## src/rtl/dds_seq_pkg.sv

```systemverilog
// Shared types and constants for the DDS generation sequencer (type codes, FSM states, error codes).
// Latency: none, constants and pure helper functions only.
// Backpressure: none.
package dds_seq_pkg;

  // Signal type codes; the value also indexes the per-accumulator flag vectors
  localparam logic [1:0] TYPE_TONE = 2'd0;
  localparam logic [1:0] TYPE_LFM  = 2'd1;
  localparam logic [1:0] TYPE_PSK  = 2'd2;
  localparam logic [1:0] TYPE_RSVD = 2'd3;

  // Sequencer FSM states
  localparam logic [2:0] ST_IDLE     = 3'd0;
  localparam logic [2:0] ST_CHECK    = 3'd1;
  localparam logic [2:0] ST_WAIT_RDY = 3'd2;
  localparam logic [2:0] ST_START    = 3'd3;
  localparam logic [2:0] ST_RUN      = 3'd4;
  localparam logic [2:0] ST_GAP      = 3'd5;
  localparam logic [2:0] ST_DONE     = 3'd6;
  localparam logic [2:0] ST_ERR      = 3'd7;

  // Error causes reported on ERR_CODE
  localparam logic [2:0] ERR_NONE    = 3'd0;
  localparam logic [2:0] ERR_TYPE    = 3'd1;
  localparam logic [2:0] ERR_ZERO    = 3'd2;
  localparam logic [2:0] ERR_PERIOD  = 3'd3;
  localparam logic [2:0] ERR_FREQ    = 3'd4;
  localparam logic [2:0] ERR_ACK_TMO = 3'd5;
  localparam logic [2:0] ERR_ABORT   = 3'd6;
  localparam logic [2:0] ERR_WDOG    = 3'd7;

  // True for the three implemented accumulator types
  function automatic logic type_supported(input logic [1:0] t);
    case (t)
      TYPE_TONE, TYPE_LFM, TYPE_PSK: return 1'b1;
      TYPE_RSVD:                     return 1'b0;
      default:                       return 1'b0;
    endcase
  endfunction

  // Errors that leave an accumulator mid-operation and therefore need ACCUM_RESET
  function automatic logic err_resets_accum(input logic [2:0] code);
    return (code == ERR_ACK_TMO) || (code == ERR_ABORT) || (code == ERR_WDOG);
  endfunction

endpackage

```

## src/rtl/dds_seq_timer.sv

```systemverilog
// Loadable down-counter with zero flag, shared by START timeout, GAP count and RUN watchdog.
// Latency: load visible next cycle; counts one per cycle and parks at zero.
// Backpressure: none.
module dds_seq_timer #(
  parameter int W = 16
) (
  input  logic         CLK,
  input  logic         RESET,
  input  logic         load,
  input  logic [W-1:0] load_val,
  output logic         zero
);

  logic [W-1:0] cnt_q;

  // Load has priority; otherwise decrement until zero is reached
  always_ff @(posedge CLK or posedge RESET) begin
    if (RESET) begin
      cnt_q <= '0;
    end else if (load) begin
      cnt_q <= load_val;
    end else if (cnt_q != '0) begin
      cnt_q <= cnt_q - W'(1);
    end
  end

  assign zero = (cnt_q == '0);

endmodule

```

## src/rtl/dds_gen_sequencer.sv

```systemverilog
// Command front-end for tone/LFM/PSK accumulators: validates a command, runs start/stop handshakes, repeats bursts with a gap.
// Latency: accept -> SIGN_START_GEN after 3 cycles with OUT_REG_READY high; DONE one cycle after the final stop flag.
// Backpressure: CMD_READY only in IDLE; WAIT_RDY stalls on OUT_REG_READY. Macro SEQ_WATCHDOG_EN adds a RUN watchdog (code 7).
module dds_gen_sequencer
  import dds_seq_pkg::*;
#(
  parameter int          ACK_TIMEOUT = 16,
  parameter logic [31:0] F_MAX       = 32'd4_200_000_000
`ifdef SEQ_WATCHDOG_EN
  ,
  parameter logic [31:0] WDOG_CYCLES = 32'hFFFF_FFFF
`endif
) (
  input  logic        CLK,
  input  logic        RESET,
  input  logic        CMD_VALID,
  output logic        CMD_READY,
  input  logic [1:0]  CMD_TYPE,
  input  logic [31:0] CMD_F_CARRIER,
  input  logic [9:0]  CMD_T_IMPULSE,
  input  logic [12:0] CMD_T_PERIOD,
  input  logic [4:0]  CMD_NUM_OF_IMP,
  input  logic [7:0]  CMD_REPEAT,
  input  logic [15:0] CMD_GAP,
  input  logic        ABORT,
  input  logic        OUT_REG_READY,
  input  logic [2:0]  SIGN_START_CALC,
  input  logic [2:0]  SIGN_STOP_CALC,
  output logic [1:0]  SIGNAL_TYPE,
  output logic [31:0] F_CARRIER,
  output logic [9:0]  T_IMPULSE,
  output logic [12:0] T_PERIOD,
  output logic [4:0]  NUM_OF_IMP,
  output logic        SIGN_START_GEN,
  output logic        ACCUM_RESET,
  output logic        BUSY,
  output logic        DONE,
  output logic        ERROR,
  output logic [2:0]  ERR_CODE
);

`ifdef SEQ_WATCHDOG_EN
  localparam int TMR_W = 32;
`else
  localparam int TMR_W = 16;
`endif

  logic [2:0]       state_q, state_d;
  logic [2:0]       err_d;
  logic             rdy_q;
  logic             accept;
  logic             in_op;
  logic [7:0]       repeat_q;
  logic [15:0]      gap_q;
  logic [7:0]       burst_q;
  logic [3:0]       start_ext, stop_ext;
  logic             start_flag, stop_flag;
  logic             tmr_load;
  logic [TMR_W-1:0] tmr_val;
  logic             tmr_zero;

  // Pad flag vectors to 4 bits so the reserved type code has a (never set) slot
  assign start_ext  = {1'b0, SIGN_START_CALC};
  assign stop_ext   = {1'b0, SIGN_STOP_CALC};
  assign start_flag = start_ext[SIGNAL_TYPE];
  assign stop_flag  = stop_ext[SIGNAL_TYPE];

  // Abortable states; DONE and ERR already head back to IDLE on their own
  assign in_op  = (state_q == ST_CHECK) || (state_q == ST_WAIT_RDY) || (state_q == ST_START) ||
                  (state_q == ST_RUN)   || (state_q == ST_GAP);
  assign accept = CMD_VALID && CMD_READY && !ABORT;

  // FSM state register
  always_ff @(posedge CLK or posedge RESET) begin
    if (RESET) state_q <= ST_IDLE;
    else       state_q <= state_d;
  end

  // Next-state and error-cause selection; ABORT overrides every other transition
  always_comb begin
    state_d = state_q;
    err_d   = ERR_NONE;
    if (in_op && ABORT) begin
      state_d = ST_ERR;
      err_d   = ERR_ABORT;
    end else begin
      case (state_q)
        ST_IDLE: if (accept) state_d = ST_CHECK;
        ST_CHECK: begin
          if (!type_supported(SIGNAL_TYPE))                            err_d = ERR_TYPE;
          else if (T_IMPULSE == '0 || NUM_OF_IMP == '0)                err_d = ERR_ZERO;
          else if (NUM_OF_IMP > 5'd1 && T_PERIOD < {3'b000, T_IMPULSE}) err_d = ERR_PERIOD;
          else if (F_CARRIER > F_MAX)                                   err_d = ERR_FREQ;
          state_d = (err_d == ERR_NONE) ? ST_WAIT_RDY : ST_ERR;
        end
        ST_WAIT_RDY: if (OUT_REG_READY) state_d = ST_START;
        ST_START: begin
          if (start_flag) begin
            state_d = ST_RUN;
          end else if (tmr_zero) begin
            state_d = ST_ERR;
            err_d   = ERR_ACK_TMO;
          end
        end
        ST_RUN: begin
          if (stop_flag) begin
            if (burst_q == repeat_q) state_d = ST_DONE;
            else if (gap_q == '0)    state_d = ST_WAIT_RDY;
            else                     state_d = ST_GAP;
          end
`ifdef SEQ_WATCHDOG_EN
          else if (tmr_zero) begin
            state_d = ST_ERR;
            err_d   = ERR_WDOG;
          end
`endif
        end
        ST_GAP:  if (tmr_zero) state_d = ST_WAIT_RDY;
        ST_DONE: state_d = ST_IDLE;
        ST_ERR:  state_d = ST_IDLE;
        default: state_d = ST_IDLE;
      endcase
    end
  end

  // Moore outputs decoded from the current state
  always_comb begin
    CMD_READY      = rdy_q && (state_q == ST_IDLE);
    SIGN_START_GEN = (state_q == ST_START);
    BUSY           = in_op;
    DONE           = (state_q == ST_DONE);
    ACCUM_RESET    = (state_q == ST_ERR) && err_resets_accum(ERR_CODE);
  end

  // Timer reloads on every state change with the budget of the state being entered
  always_comb begin
    tmr_load = (state_d != state_q);
    tmr_val  = '0;
    case (state_d)
      ST_START: tmr_val = TMR_W'(ACK_TIMEOUT - 1);
      ST_GAP:   tmr_val = TMR_W'(gap_q - 16'd1);
`ifdef SEQ_WATCHDOG_EN
      ST_RUN:   tmr_val = TMR_W'(WDOG_CYCLES - 32'd1);
`endif
      default:  tmr_val = '0;
    endcase
  end

  dds_seq_timer #(.W(TMR_W)) u_timer (
    .CLK      (CLK),
    .RESET    (RESET),
    .load     (tmr_load),
    .load_val (tmr_val),
    .zero     (tmr_zero)
  );

  // CMD_READY is held off until the first clock after reset release
  always_ff @(posedge CLK or posedge RESET) begin
    if (RESET) rdy_q <= 1'b0;
    else       rdy_q <= 1'b1;
  end

  // Command fields are captured on accept and stay frozen until the next accept
  always_ff @(posedge CLK or posedge RESET) begin
    if (RESET) begin
      SIGNAL_TYPE <= '0;
      F_CARRIER   <= '0;
      T_IMPULSE   <= '0;
      T_PERIOD    <= '0;
      NUM_OF_IMP  <= '0;
      repeat_q    <= '0;
      gap_q       <= '0;
    end else if (accept) begin
      SIGNAL_TYPE <= CMD_TYPE;
      F_CARRIER   <= CMD_F_CARRIER;
      T_IMPULSE   <= CMD_T_IMPULSE;
      T_PERIOD    <= CMD_T_PERIOD;
      NUM_OF_IMP  <= CMD_NUM_OF_IMP;
      repeat_q    <= CMD_REPEAT;
      gap_q       <= CMD_GAP;
    end
  end

  // Burst counter: cleared on accept, advanced when a non-final burst completes
  always_ff @(posedge CLK or posedge RESET) begin
    if (RESET) begin
      burst_q <= '0;
    end else if (accept) begin
      burst_q <= '0;
    end else if (state_q == ST_RUN && (state_d == ST_GAP || state_d == ST_WAIT_RDY)) begin
      burst_q <= burst_q + 8'd1;
    end
  end

  // Sticky error flag and cause; cleared only by a new accepted command
  always_ff @(posedge CLK or posedge RESET) begin
    if (RESET) begin
      ERROR    <= 1'b0;
      ERR_CODE <= ERR_NONE;
    end else if (accept) begin
      ERROR    <= 1'b0;
      ERR_CODE <= ERR_NONE;
    end else if (state_d == ST_ERR && state_q != ST_ERR) begin
      ERROR    <= 1'b1;
      ERR_CODE <= err_d;
    end
  end

endmodule

```

## config.mk

```make
export PLATFORM = sky130hd
export DESIGN_NAME = dds_gen_sequencer
export DESIGN_NICKNAME = d
export VERILOG_FILES = /design/src/rtl/dds_seq_pkg.sv /design/src/rtl/dds_seq_timer.sv /design/src/rtl/dds_gen_sequencer.sv
export SDC_FILE = /design/constraint.sdc
export NUM_CORES = 1
export LEC_CHECK = 0
export BUFFER_PORTS_ARGS = -buffer_cell sky130_fd_sc_hd__buf_2
export CAP_MARGIN = 10
export CORE_ASPECT_RATIO = 0.9
export CORE_MARGIN = 4
export CORE_UTILIZATION = 49
export CTS_BUF_LIST = sky130_fd_sc_hd__clkbuf_8
export DETAILED_ROUTE_END_ITERATION = 7
export GPL_TIMING_DRIVEN = 0
export PLACE_DENSITY_LB_ADDON = 0.3
export SLEW_MARGIN = 5
export SYNTH_ARGS = -nofsm -noshare
export SYNTH_HDL_FRONTEND = slang
export SYNTH_SLANG_ARGS = --single-unit
```

## constraint.sdc

```tcl
create_clock -name CLK -period 4.35 [get_ports CLK]
set_input_delay 0.87 -clock CLK [delete_from_list [all_inputs] [get_ports CLK]]
set_output_delay 0.87 -clock CLK [all_outputs]
set_load 0.01 [all_outputs]
```

# Word level (Yosys, flattened, before mapping)
# Index checks and enable logic that the tools add are counted.
# word_totals
ff_bits	118
wordCells	107
# op_classes
addsub	3
magnitude_cmp	4
n_eq_ne	20
muxes	37
n_reduce_logical	30
# op_table
operator	n
3-bit two-way mux	21
32-bit greater-than comparator (second input constant)	1
16-bit logical NOT	2
16-bit two-way mux	2
16-bit one-hot mux with 2 select lines	1
16-bit by 1-bit subtractor with 16-bit output (second input constant)	2
3-bit == test (second input constant)	9
3-bit one-hot mux with 7 select lines	1
8-bit two-way mux	2
16-bit nonzero test	1
13-bit by 10-bit < comparator with 1-bit output	1
3-bit by 2-bit == test with 1-bit output (second input constant)	4
10-bit logical NOT	1
8-bit by 1-bit adder with 8-bit output (second input constant)	1
8-bit == test	1
1-bit logical AND	8
1-bit logical OR	8
3-bit logical NOT	2
1-bit two-way mux	6
3-bit one-hot mux with 2 select lines	1
2-bit nonzero test	3
5-bit by 1-bit greater-than comparator with 1-bit output (second input constant)	1
5-bit logical NOT	1
1-bit binary-select mux with 2-bit select	2
other kinds (11)	12

# Longest topological paths before layout
# Gate-level depths: netlist of run 1.
# depth
depth_word	19
depth_mapped	12
ltp_nobuf	11

# Hierarchy
# A second synthesis of run 1 with hierarchy kept.
# hier_totals
cells_unflattened	712
hier_area_um2	6169.7
# modules_own_cells
mod	n_inst	cells_per_inst	area_each_um2
dds_gen_sequencer	1	610	5176.2
dds_seq_timer	1	102	993.5

# Worst setup path before layout of run 1
# No wires, ideal clock.
# synth_timing
kind	register to register
start	reg T_IMPULSE[9]
end	reg u_timer.cnt_q[1]
setup_ns	0.125
arrival_ns	2.928
t_required_ns	4.225
path_slack_ns	1.297
stages_incl_launch_ff	12
path_buffers	1
period_less_slack_ns	3.053
cell_sequence	dfrtp_1 > inv_1 > ha_1 > or4_1 > a211oi_2 > o21ai_1 > o21a_2 > a31oi_4 > a21oi_1 > nor4b_4 > buf_6 > mux2_4
# synth_between
elab_chain_cells	14
# synth_lines
item	line_no	source
start: declaration	dds_gen_sequencer.sv:31	output logic [9:0] T_IMPULSE,
start signal: assignment	dds_gen_sequencer.sv:168	T_IMPULSE <= '0;
start signal: assignment	dds_gen_sequencer.sv:176	T_IMPULSE <= CMD_T_IMPULSE;
13-bit by 10-bit < comparator with 1-bit output	dds_gen_sequencer.sv:92	else if (NUM_OF_IMP > 5'd1 && T_PERIOD < {3'b000, T_IMPULSE}) err_d = ERR_PERIOD;
1-bit logical AND	dds_gen_sequencer.sv:92	
3-bit two-way mux	dds_gen_sequencer.sv:92	
3-bit two-way mux (*)	dds_gen_sequencer.sv:91	else if (T_IMPULSE == '0 || NUM_OF_IMP == '0) err_d = ERR_ZERO;
3-bit two-way mux (*)	dds_gen_sequencer.sv:90	if (!type_supported(SIGNAL_TYPE)) err_d = ERR_TYPE;
3-bit two-way mux (*)	dds_gen_sequencer.sv:87	case (state_q)
3-bit two-way mux (*)	dds_gen_sequencer.sv:83	if (in_op && ABORT) begin
3-bit logical NOT (*)	dds_gen_sequencer.sv:94	state_d = (err_d == ERR_NONE) ? ST_WAIT_RDY : ST_ERR;
3-bit two-way mux (*)	dds_gen_sequencer.sv:94	
3-bit one-hot mux with 7 select lines (*)	dds_gen_sequencer.sv:87	
3-bit two-way mux (*)	dds_gen_sequencer.sv:83	
3-bit == test / 3-bit by 2-bit == test with 1-bit output (equally long branches)	dds_gen_sequencer.sv:139	case (state_d)
16-bit one-hot mux with 2 select lines	dds_gen_sequencer.sv:139	
16-bit two-way mux	dds_seq_timer.sv:20	end else if (load) begin
end signal: assignment	dds_seq_timer.sv:21	cnt_q <= load_val;
end signal: assignment	dds_seq_timer.sv:23	cnt_q <= cnt_q - W'(1);
end: declaration	dds_seq_timer.sv:14	logic [W-1:0] cnt_q;
# Every way passes the cells marked *; elsewhere a longest branch is shown, timed or not. The select of a mux whose other input is x is not followed.
# A chain may end at the register's enable or synchronous reset.

# Worst setup path in the final report of run 1
# layout_timing
start	reg T_IMPULSE[9]
end	reg u_timer.cnt_q[2]
# Same word-level chain as after synthesis.

==> out/summary.txt, run 1 <==
Leading area contributor after synthesis: dfrtp_1
TritonCTS clock tree: yes
CP Launch Type: flip-flop
Hold Slack: 0.386 ns
Crit Path Max Fanout: 10
Num rows: 39
Io pins: 168
Most numerous cell in the Yosys netlist: nand2_1
Critical Path End Type: flip-flop
Detail Route Antenna Nets: 0
Register bit total from synthesis: 118
Post-DP Area: 7400 sq um
Worst reg2reg endpoint: u_timer.cnt_q[2]
Final net count: 1,013
Cell Area, Synth: 6320 sq um
Fin crit share: 80.3%
Gr usage total: 22.2%
Pleak: 4.10 nW
ANT cells: 0
CTS sink cnt: 118
Via-to-Cell Ratio: 5.18
Max Clk Rate: 286 MHz
Gr ovfl total: 0
FF-to-FF path depth: 10
Post-route minimum period: 3.49 ns
Relative slew margins: 25.7%
Most frequent cells after synthesis: 262 x nand2_1, 118 x dfrtp_1, 49 x nor2_1
Hold Crit Class: in -> async
Die W: 128 microns
# port buffers: 167
Top cell type's share of synthesized area: 46.7%
Synth warnings: 0
Slew @ Worst Pin: 1.10 ns
Max Cap Violations: 0
CTS Buf Count: 17
DRC viols: 0
# setup viols final: 0
Bufs on Longest Clock Path: 2
Syn Inst Count: 715
RSZ-0062 raised after global routing: no
Distinct cells, synth: 69
Routability congestion estimate from global placement: 0.853
Largest net degree at the start of global routing: 91
Initial core utilization: 50.0%
Vias in the first global route: 5,191
Top FF cell, synth: dfrtp_1
Tot Pwr: 5.78 mW
Design area: 7790 sq um
# Post-CTS Setup Buffers: 0
Post-synth EDFFs: 0
R2R Path Start: T_IMPULSE[9]
Post-synthesis net count: 826
Post-synth ARST share: 100%
Hold_buf cts: 0
Synth area leaders: dfrtp_1 47%, nand2_1 16%, nor2_1 2.9%
Final HPWL DP: 12,600 microns
Antenna violations before repair: 1
Register area share after synthesis: 46.7%
Final hold vios: 0
Die span in y: 116 microns
Final Routed Wirelength: 16,300 microns
Register clock-pin slew on the reported worst setup and hold paths: 0.07 ns
Die Area: 14,800 sq um
Core area: 12,600 sq um
Pwr Density: 741 nW/um^2
Crit path DAT: 3.81 ns
Clock Skew: 0.0119 ns
Post-CTS sizing: 0
Clock latency on the worst-skew pair: 0.44 ns
CTS H-tree depth: 4
Worst VDD drop: 0.400 mV
Root Driver: clkbuf_8
Reg2Reg Setup Slack: 0.86 ns
Crit Path Class: reg -> reg
Pre-antenna DRT Iters: 5
Wire per inst: 15.1 microns
Pins over their slew limit: 0
Layout cell share with drive strength beyond 1: 26.1%
First-pass GRT wire length: 25,800 microns
Crit path required time: 4.67 ns
Critical Path Source: T_IMPULSE[9]
Mapped Avg Cell Area: 8.84 sq um
Via count: 5,587
Outcome: finished, final reports clean
Layout Area Growth over Synthesis: 23.3%
DR iter-0 viols: 338
==> worst max-delay path, stage by stage, from the launching register on <==
cell and delay, ns:
dfrtp_1 0.38, inv_1 0.08, ha_1 0.31, nand4_1 0.14, a2111oi_0 0.81, o211a_1 0.28
o211a_1 0.17, a21oi_1 0.10, nor4b_4 0.54, buf_6 0.26, mux2_4 0.31
==> flip-flops by register name (all words and copies together) (netlist names), 3 cells and up <==
| name | cells |
|---|---|
| burst_q | 8 |
| u_timer.cnt_q | 16 |
| T_PERIOD | 13 |
| F_CARRIER | 32 |
| gap_q | 16 |
| state_q | 3 |
| NUM_OF_IMP | 5 |
| repeat_q | 8 |
| ERR_CODE | 3 |
| T_IMPULSE | 10 |
==> cell families (layout without fill, tap and decap cells) <==
logic type	Yosys count	in the layout	synth area share [%]
AO/OA/AOI/OAI	80	80	9.58
XOR/XNOR	33	33	4.69
adder cells (fa/ha/maj)	14	14	2.77
buffers and inverters	48	248	3.25
flip-flops	118	118	46.7
multiplexers	26	26	4.95
other	1	1	0.0593
AND/OR/NAND/NOR	395	395	28.0
==> how the worst max path moves through the flow <==
stage                       end  slack, ns  cells after the start
2_1_floorplan             ERROR       0.35                      1
3_3_place_gp   u_timer.cnt_q[9]      -1.02                      2
3_5_place_dp   u_timer.cnt_q[2]       0.88                     11
4_1_cts        u_timer.cnt_q[2]       0.87                     11
5_1_grt        u_timer.cnt_q[6]       0.63                     11
6_report       u_timer.cnt_q[2]       0.86                     10
==> layout by cell type (no fill, tap or decap), drive strengths merged, types with 3 or more instances in the layout <==
cell    count
a21oi      12
clkinv      3
nor4       19
and2        4
mux2       15
nor4b       5
a31oi       4
clkbuf     45
nor2b       4
nand4       5
xnor2      14
buf       173
a211oi      5
o211ai      5
or4         4
nand2     262
or2         3
nor2       49
o21ai      20
xor2       19
ha         14
dfrtp     118
nor3        8
nand2b      6
mux2i      11
o21a        5
a21o        6
o32ai       3
nand3      13
inv        23
==> metal layers <==
layer	global-route usage, %	wire length (microns)	share of wire (%)
met2	34.3	7690	47
met3	7.24	1110	6.8
met4	7.00	319	2.0
met5	0	13	0.080
met1	29.8	7120	44
==> report_power, final <==
group          switching (mW)  internal [mW]
registers               0.458           1.57
logic                    1.50           1.26
clock network           0.431          0.560
total                    2.39           3.39
==> per-stage QoR <==
step                      utilization (%)  cells  worst slack [ns]  TNS, ns
after floorplan                         -    715             0.351        0
after global placement               58.3   1046             -1.02  -119.76
after detailed placement             58.5   1047             0.882        0
after CTS                            61.7   1079             0.866        0
after global routing                 61.7   1079             0.629        0
final                                61.7   1079             0.859        0
==> area by class of cell <==
class,instances,area [sq um]
multi-input cells,549,3160
repair buffers,168,863
clock buffers,21,289
fillers,1116,4840
plain buffers,29,134
clock inverters,11,109
inverters,19,76.3
flip-flops and latches,118,2950
well taps,164,205
Note: power is estimated with default switching activity, not from simulation.
==> inputs of run 2 (changes only) <==
--- a/config.mk
+++ b/config.mk
@@ -5,6 +5,7 @@
 export SDC_FILE = /design/constraint.sdc
 export NUM_CORES = 1
 export LEC_CHECK = 0
+export ABC_AREA = 1
 export BUFFER_PORTS_ARGS = -buffer_cell sky130_fd_sc_hd__buf_2
 export CAP_MARGIN = 10
 export CORE_ASPECT_RATIO = 0.9
==> constraint.sdc (replaced) <==
create_clock -name CLK -period 2.9 [get_ports CLK]
set_input_delay 0.58 -clock CLK [delete_from_list [all_inputs] [get_ports CLK]]
set_output_delay 0.58 -clock CLK [all_outputs]
set_load 0.01 [all_outputs]
==> run 2 against run 1 <==
Effect of this change:
- fmax increased by 33%
- critical path depth increased by 7
- die area increased by 1.4%
- register-to-register slack got worse by 0.59 ns
- sequential power increased by 43%
- area after synthesis increased by 1.5%
- via count increased by 11%
- global-route usage increased by 2.0 points
- cell area increased by 2.3%
- largest power group unchanged
- total power increased by 51%
- critical path type unchanged
- critical endpoint is now u_timer.cnt_q[10]
- setup slack got worse by 0.59 ns
- routed wire length increased by 8.6%
==> out/summary.txt, run 2 <==
Outcome: finished, final reports clean
Pins over their slew limit: 0 (unchanged)
Crit path DAT: 2.95 ns (-0.86 ns)
Hold_buf cts: 0 (unchanged)
DRC viols: 0 (unchanged)
First-pass GRT wire length: 28,600 microns (+11%)
Most frequent cells after synthesis: 314 x nand2_1, 118 x dfrtp_1, 81 x inv_1
Gr usage total: 24.2% (+2.0 points)
Via count: 6,215 (+11%)
Crit path required time: 3.22 ns (-1.45 ns)
Pleak: 4.36 nW (+6.4%)
Register clock-pin slew on the reported worst setup and hold paths: 0.08 ns (about the same)
R2R Path Start: T_IMPULSE[8]
Register area share after synthesis: 46.0% (-0.67 points)
Clock latency on the worst-skew pair: 0.44 ns (about the same)
Commonest non-fill, non-tap cell in the layout: nand2_1
Bufs on Longest Clock Path: 2 (unchanged)
Routability congestion estimate from global placement: 0.889 (+4.2%)
Top reg by flops: F_CARRIER
Reg2Reg Setup Slack: 0.27 ns (-0.59 ns)
Setup ws final: 0.268 ns (-0.591 ns)
Layout cell share with drive strength beyond 1: 22.6% (-3.5 points)
Top FF cell, synth: dfrtp_1
Final Routed Wirelength: 17,700 microns (+8.6%)
Pre-CTS setup slack: 0.182 ns (-0.700 ns)
Mapped Avg Cell Area: 7.42 sq um (-16%)
Detail Route Antenna Nets: 0 (unchanged)
Initial core utilization: 50.4% (+0.34 points)
Relative slew margins: 62.6% (+37 points)
Num rows: 39 (unchanged)
Final hold vios: 0 (unchanged)
Worst VDD drop: 0.486 mV (+22%)
Non-filler instance count after layout: 1,234 (+14%)
Final net count: 1,167 (+15%)
Register bit total from synthesis: 118 (unchanged)
Commonest cells after routing, fill and taps aside: 314 x nand2_1, 169 x buf_2, 118 x dfrtp_1
# setup viols final: 0 (unchanged)
RSZ-0062 raised after global routing: no
CTS Buf Count: 17 (unchanged)
CTS sink cnt: 118 (unchanged)
Max Cap Violations: 0 (unchanged)
Top cell type's share of synthesized area: 46.0% (-0.67 points)
Die Area: 15,000 sq um (+1.4%)
Placed cell count: 1,199 (+15%)
Gr ovfl total: 0 (unchanged)
Syn Inst Count: 865 (+21%)
Crit path to: u_timer.cnt_q[10]
CTS H-tree depth: 4 (unchanged)
FF-to-FF path depth: 17 (+7)
CP Launch Type: flip-flop
Die span in y: 117 microns (+0.68%)
Via-to-Cell Ratio: 5.04 (-2.7%)
Pwr Density: 1090 nW/um^2 (+48%)
Crit Path Class: reg -> reg
Max reg flops: 32 (unchanged)
Leading area contributor after synthesis: dfrtp_1
Die W: 129 microns (+0.68%)
Synth area leaders: dfrtp_1 46%, nand2_1 18%, nand3_1 4.9%
Util after Layout: 62.6% (+0.94 points)
Top Registers: F_CARRIER (32), gap_q (16), u_timer.cnt_q (16)
Worst reg2reg endpoint: u_timer.cnt_q[10]
Max Clk Rate: 380 MHz (+33%)
# port buffers: 167 (unchanged)
Antenna violations before repair: 1 (unchanged)
Most numerous cell in the Yosys netlist: nand2_1
Pre-antenna DRT Iters: 5 (unchanged)
DR iter-0 viols: 550 (+63%)
Post-synthesis net count: 976 (+18%)
Critical Path Source: T_IMPULSE[8]
Hold Crit Class: in -> async
Total negative slack: 0 ns (unchanged)
Root Driver: clkbuf_8
Post-route minimum period: 2.63 ns (-0.859 ns)
Cell Area, Synth: 6410 sq um (+1.5%)
Slew @ Worst Pin: 0.561 ns (-0.538 ns)
Post-synth EDFFs: 0 (unchanged)
Post-synth ARST share: 100% (unchanged)
Wire per inst: 14.3 microns (-5.0%)
Synth warnings: 0 (unchanged)
Layout Area Growth over Synthesis: 24.3%
Largest net degree at the start of global routing: 42 (-54%)
Final HPWL DP: 13,700 microns (+9.0%)
Clock Skew: 0.0161 ns (+0.00417 ns)
Core area: 12,700 sq um (+0.77%)
Fin crit share: 90.8% (+11 points)
TritonCTS clock tree: yes
Critical Path End Type: flip-flop
Crit Path Max Fanout: 10 (unchanged)
Io pins: 168 (unchanged)
Vias in the first global route: 5,950 (+15%)
Distinct cells, synth: 41 (-41%)
-- run 2: layer usage --
layer / vias up / share of wire [%] / wire (microns) / track usage [%]
li1: 3121 / - / - / -
met1: 2881 / 44 / 7810 / 32.1
met2: 189 / 48 / 8470 / 40.1
met3: 24 / 5.9 / 1050 / 5.03
met4: 0 / 1.9 / 335 / 7.70
met5: - / 0 / 0 / 0
-- run 2: cells by family (layout without fill, tap and decap cells) --
| group | count (synthesis) | in the layout | synth area share, % |
|---|---|---|---|
| AOI/OAI and AO/OA | 87 | 87 | 7.14 |
| xor gates and xnor gates | 23 | 23 | 3.14 |
| adders and majority gates | 14 | 14 | 2.73 |
| buffers and inverters | 121 | 325 | 7.41 |
| DFF | 118 | 118 | 46.0 |
| muxes | 1 | 1 | 0.156 |
| other | 1 | 2 | 0.0585 |
| and+or+nand+nor | 500 | 500 | 33.3 |
-- run 2: final cells by class --
cell class | count | area [sq um]
Antenna cell | 1 | 2.50
Buffer | 26 | 119
Clock buffer | 18 | 248
Clock inverter | 14 | 184
Fill cell | 1167 | 4760
Inverter | 95 | 360
Multi-Input combinational cell | 626 | 2990
Sequential cell | 118 | 2950
Tap cell | 164 | 205
Timing Repair Buffer | 172 | 911
-- run 2: worst max-delay path, stage by stage (launching register included) --
cell and delay, ns:
dfrtp_1 0.37, inv_1 0.11, ha_1 0.26, nand2_1 0.09, inv_1 0.04, nand2_1 0.05
nand2_1 0.05, a21oi_1 0.18, a21oi_1 0.13, nand3_2 0.13, nand2_1 0.11, nor2_1 0.14
nand2_1 0.18, a21oi_4 0.26, nand2_4 0.10, buf_6 0.15, nand2_1 0.09, o21ai_1 0.07
-- run 2: through the flow --
stage | power, mW | hold slack (ns) | instance area, sq um
floorplan | 5.68 | 0.465 | 6420
global placement | 6.88 | 0.481 | 7460
detailed placement | 6.99 | 0.487 | 7520
CTS | 8.66 | 0.156 | 7950
global route | 9.43 | 0.177 | 7970
finish | 8.72 | 0.153 | 7970
-- run 2: worst min path at each step --
stage	startpoint	to	slack [ns]	cells after the start
finish	RESET	T_IMPULSE[3]	0.15	2
global route	RESET	T_IMPULSE[3]	0.18	2
CTS	RESET	T_IMPULSE[8]	0.16	2
detailed placement	F_CARRIER[15]	F_CARRIER[15]	0.49	2
global placement	F_CARRIER[14]	F_CARRIER[14]	0.48	2
floorplan	gap_q[9]	gap_q[9]	0.47	2
-- run 2: where the power goes --
| group | internal [mW] | switching (mW) |
|---|---|---|
| Clock | 0.953 | 0.690 |
| Combinational | 1.58 | 2.61 |
| Sequential | 2.31 | 0.575 |
| Total | 4.85 | 3.87 |
-- run 2: timing repair --
item | in CTS | in global routing
setup endpoints to repair | 0 | 12
endpoints found under the hold margin | 0 | 0
setup buffers | 0 | 2
resized for setup | 0 | 1
==> inputs of run 3 (changes only) <==
--- a/config.mk
+++ b/config.mk
@@ -14,7 +14,7 @@
 export CTS_BUF_LIST = sky130_fd_sc_hd__clkbuf_8
 export DETAILED_ROUTE_END_ITERATION = 7
 export GPL_TIMING_DRIVEN = 0
-export PLACE_DENSITY_LB_ADDON = 0.3
+export PLACE_DENSITY = 0.78
 export SLEW_MARGIN = 5
 export SYNTH_ARGS = -nofsm -noshare
 export SYNTH_HDL_FRONTEND = slang
==> run 3 against run 2 <==
Effect of this change:
- critical path depth up 1
- largest power group unchanged
- combinational power about the same
- sequential share of layout area down 0.14 points
- core utilization up 0.24 points
- sequential cell count unchanged
- routed wire length down 1.2%
- setup slack better by 0.0060 ns
- die area unchanged
- total power up 0.18%
- clock skew down 0.0026 ns
- global-route usage down 0.13 points
==> out/summary.txt, run 3 (synthesis results as in run 2) <==
Outcome: finished, final reports clean
Clock latency on the worst-skew pair: 0.43 ns (about the same)
Initial core utilization: 50.4% (unchanged)
Total negative slack: 0 ns (unchanged)
FF+latch area: 2950 sq um (unchanged)
Top reg by flops: F_CARRIER
Flop pwr share: 33.1% (about the same)
CTS Buf Count: 17 (unchanged)
Commonest non-fill, non-tap cell in the layout: nand2_1
Fin crit share: 90.6% (-0.21 points)
Pins over their slew limit: 0 (unchanged)
Slew @ Worst Pin: 0.556 ns (-0.00417 ns)
Max Clk Rate: 381 MHz (+0.23%)
Bufs on Longest Clock Path: 2 (unchanged)
Via-to-Cell Ratio: 5.01 (-0.48%)
Clock Power Share: 19.2% (+0.4 points)
Final net count: 1,166 (-0.086%)
Root Driver: clkbuf_8
Antenna violations before repair: 2 (+1)
Area of the multi-input gates: 3010 sq um (+0.54%)
Via count: 6,185 (-0.48%)
Num rows: 39 (unchanged)
RSZ-0062 raised after global routing: no
Gr usage total: 24.0% (-0.13 points)
Pwr Density: 1090 nW/um^2 (-0.19%)
Sw frac: 44.0% (-0.36 points)
# port buffers: 167 (unchanged)
DR iter-0 viols: 548 (-0.36%)
# setup viols final: 0 (unchanged)
Layout Area Growth over Synthesis: 24.8%
Crit Path Class: reg -> reg
Final Routed Wirelength: 17,400 microns (-1.2%)
Critical Path End Type: flip-flop
Crit path required time: 3.22 ns (about the same)
CTS sink cnt: 118 (unchanged)
Routability congestion estimate from global placement: 0.911 (+2.5%)
Max reg flops: 32 (unchanged)
Hold Crit Class: in -> async
Core area: 12,700 sq um (unchanged)
Vias in the first global route: 6,001 (+0.86%)
CTS H-tree depth: 4 (unchanged)
Comb pwr share: 47.7% (-0.3 points)
Fillers: 1,114 (-4.5%)
Hold Slack: 0.185 ns (+0.0323 ns)
Gr ovfl total: 0 (unchanged)
Relative slew margins: 62.9% (+0.28 points)
TritonCTS clock tree: yes
Pleak: 4.35 nW (-0.23%)
Detail Route Antenna Nets: 0 (unchanged)
Design area: 8000 sq um (+0.38%)
Final hold vios: 0 (unchanged)
Wire per inst: 14.1 microns (-1.2%)
Worst VDD drop: 0.572 mV (+18%)
Post-route minimum period: 2.63 ns (-0.00599 ns)
Register clock-pin slew on the reported worst setup and hold paths: 0.08 ns (about the same)
Hold_buf cts: 0 (unchanged)
Max Cap Violations: 0 (unchanged)
DRC viols: 0 (unchanged)
Crit path DAT: 2.94 ns (about the same)
Net Sw Power: 3.85 mW (-0.64%)
Crit Path Max Fanout: 10 (unchanged)
Commonest cells after routing, fill and taps aside: 312 x nand2_1, 169 x buf_2, 118 x dfrtp_1
Tot Pwr: 8.74 mW (+0.18%)
Layout cell share with drive strength beyond 1: 23.1% (+0.49 points)
Top Registers: F_CARRIER (32), gap_q (16), u_timer.cnt_q (16)
Final HPWL DP: 13,600 microns (-0.99%)
Clock Skew: 0.0135 ns (-0.00259 ns)
First-pass GRT wire length: 28,400 microns (-0.48%)
Largest net degree at the start of global routing: 41 (-2.4%)
CP Launch Type: flip-flop
Internal: 4.89 mW (+0.84%)
Die span in y: 117 microns (unchanged)
Io pins: 168 (unchanged)
Die W: 129 microns (unchanged)
Pre-antenna DRT Iters: 5 (unchanged)
Post-DP Area: 7520 sq um (unchanged)
Die Area: 15,000 sq um (unchanged)
-- run 3: layout make-up --
| type | instances | share of cell area [%] |
|---|---|---|
| inverter | 95 | 4.50 |
| timing repair buffer | 171 | 11.3 |
| tap | 164 | 2.56 |
| antenna | 2 | 0.0625 |
| multi-input combinational | 626 | 37.6 |
| sequential | 118 | 36.9 |
| buffer | 26 | 1.49 |
| clock buffer | 20 | 3.44 |
| clock inverter | 12 | 2.19 |
-- run 3: critical path, cell delays in order, from the launching register on --
cell     delay [ns]
dfrtp_1        0.37
inv_1          0.07
ha_1           0.29
nand2_1        0.07
nor2_1         0.13
nand2_1        0.07
nand3_1        0.09
nand2_1        0.09
nand2_1        0.09
nand3_1        0.08
nand2_1        0.15
nand2_1        0.13
nor2_2         0.15
nand2_2        0.13
a21oi_4        0.21
nand2_4        0.10
buf_6          0.15
nand3_1        0.09
nand2_1        0.06
-- run 3: timing repair --
item	in CTS	in global routing
resized for setup	0	6
hold endpoints to repair	0	0
endpoints found under the setup margin	0	29
buffers inserted	0	1
-- run 3: routing by layer --
layer	track usage, %	vias up	share of wire, %
li1	-	3112	-
met1	31.4	2849	44
met2	39.1	199	47
met3	6.58	25	7.1
met4	8.19	0	2.0
met5	0	-	0
-- run 3: per-stage QoR --
| stage | util [%] | setup slack [ns] | std cells |
|---|---|---|---|
| 6_report | 62.8 | 0.274 | 1234 |
| 2_1_floorplan | - | 0.557 | 865 |
| 4_1_cts | 62.6 | 0.112 | 1231 |
| 5_1_grt | 62.8 | 0.0305 | 1234 |
| 3_3_place_gp | 58.6 | 0.0994 | 1196 |
| 3_5_place_dp | 59.0 | 0.140 | 1199 |
-- run 3: final timing paths --
check / slack (ns) / to / start / cells after the start
max: 0.27 / u_timer.cnt_q[15] / T_IMPULSE[4] / 18
min: 0.19 / T_PERIOD[8] / RESET / 2
max reg2reg: 0.27 / u_timer.cnt_q[15] / T_IMPULSE[4] / 18
min reg2reg: 0.51 / F_CARRIER[7] / F_CARRIER[7] / 2
max in group asynchronous: 1.90 / burst_q[7] / RESET / 4
min in group CLK: 0.34 / T_PERIOD[1] / CMD_T_PERIOD[1] / 3
-- run 3: power by group through the flow --
stage	sequential [mW]	clock (mW)	combinational [mW]
after floorplan	2.98	0	2.71
after CTS	2.87	1.71	4.11
after global routing	2.98	1.79	4.73
final	2.89	1.68	4.17
after global placement	2.89	0	3.97
after detailed placement	2.89	0	4.08
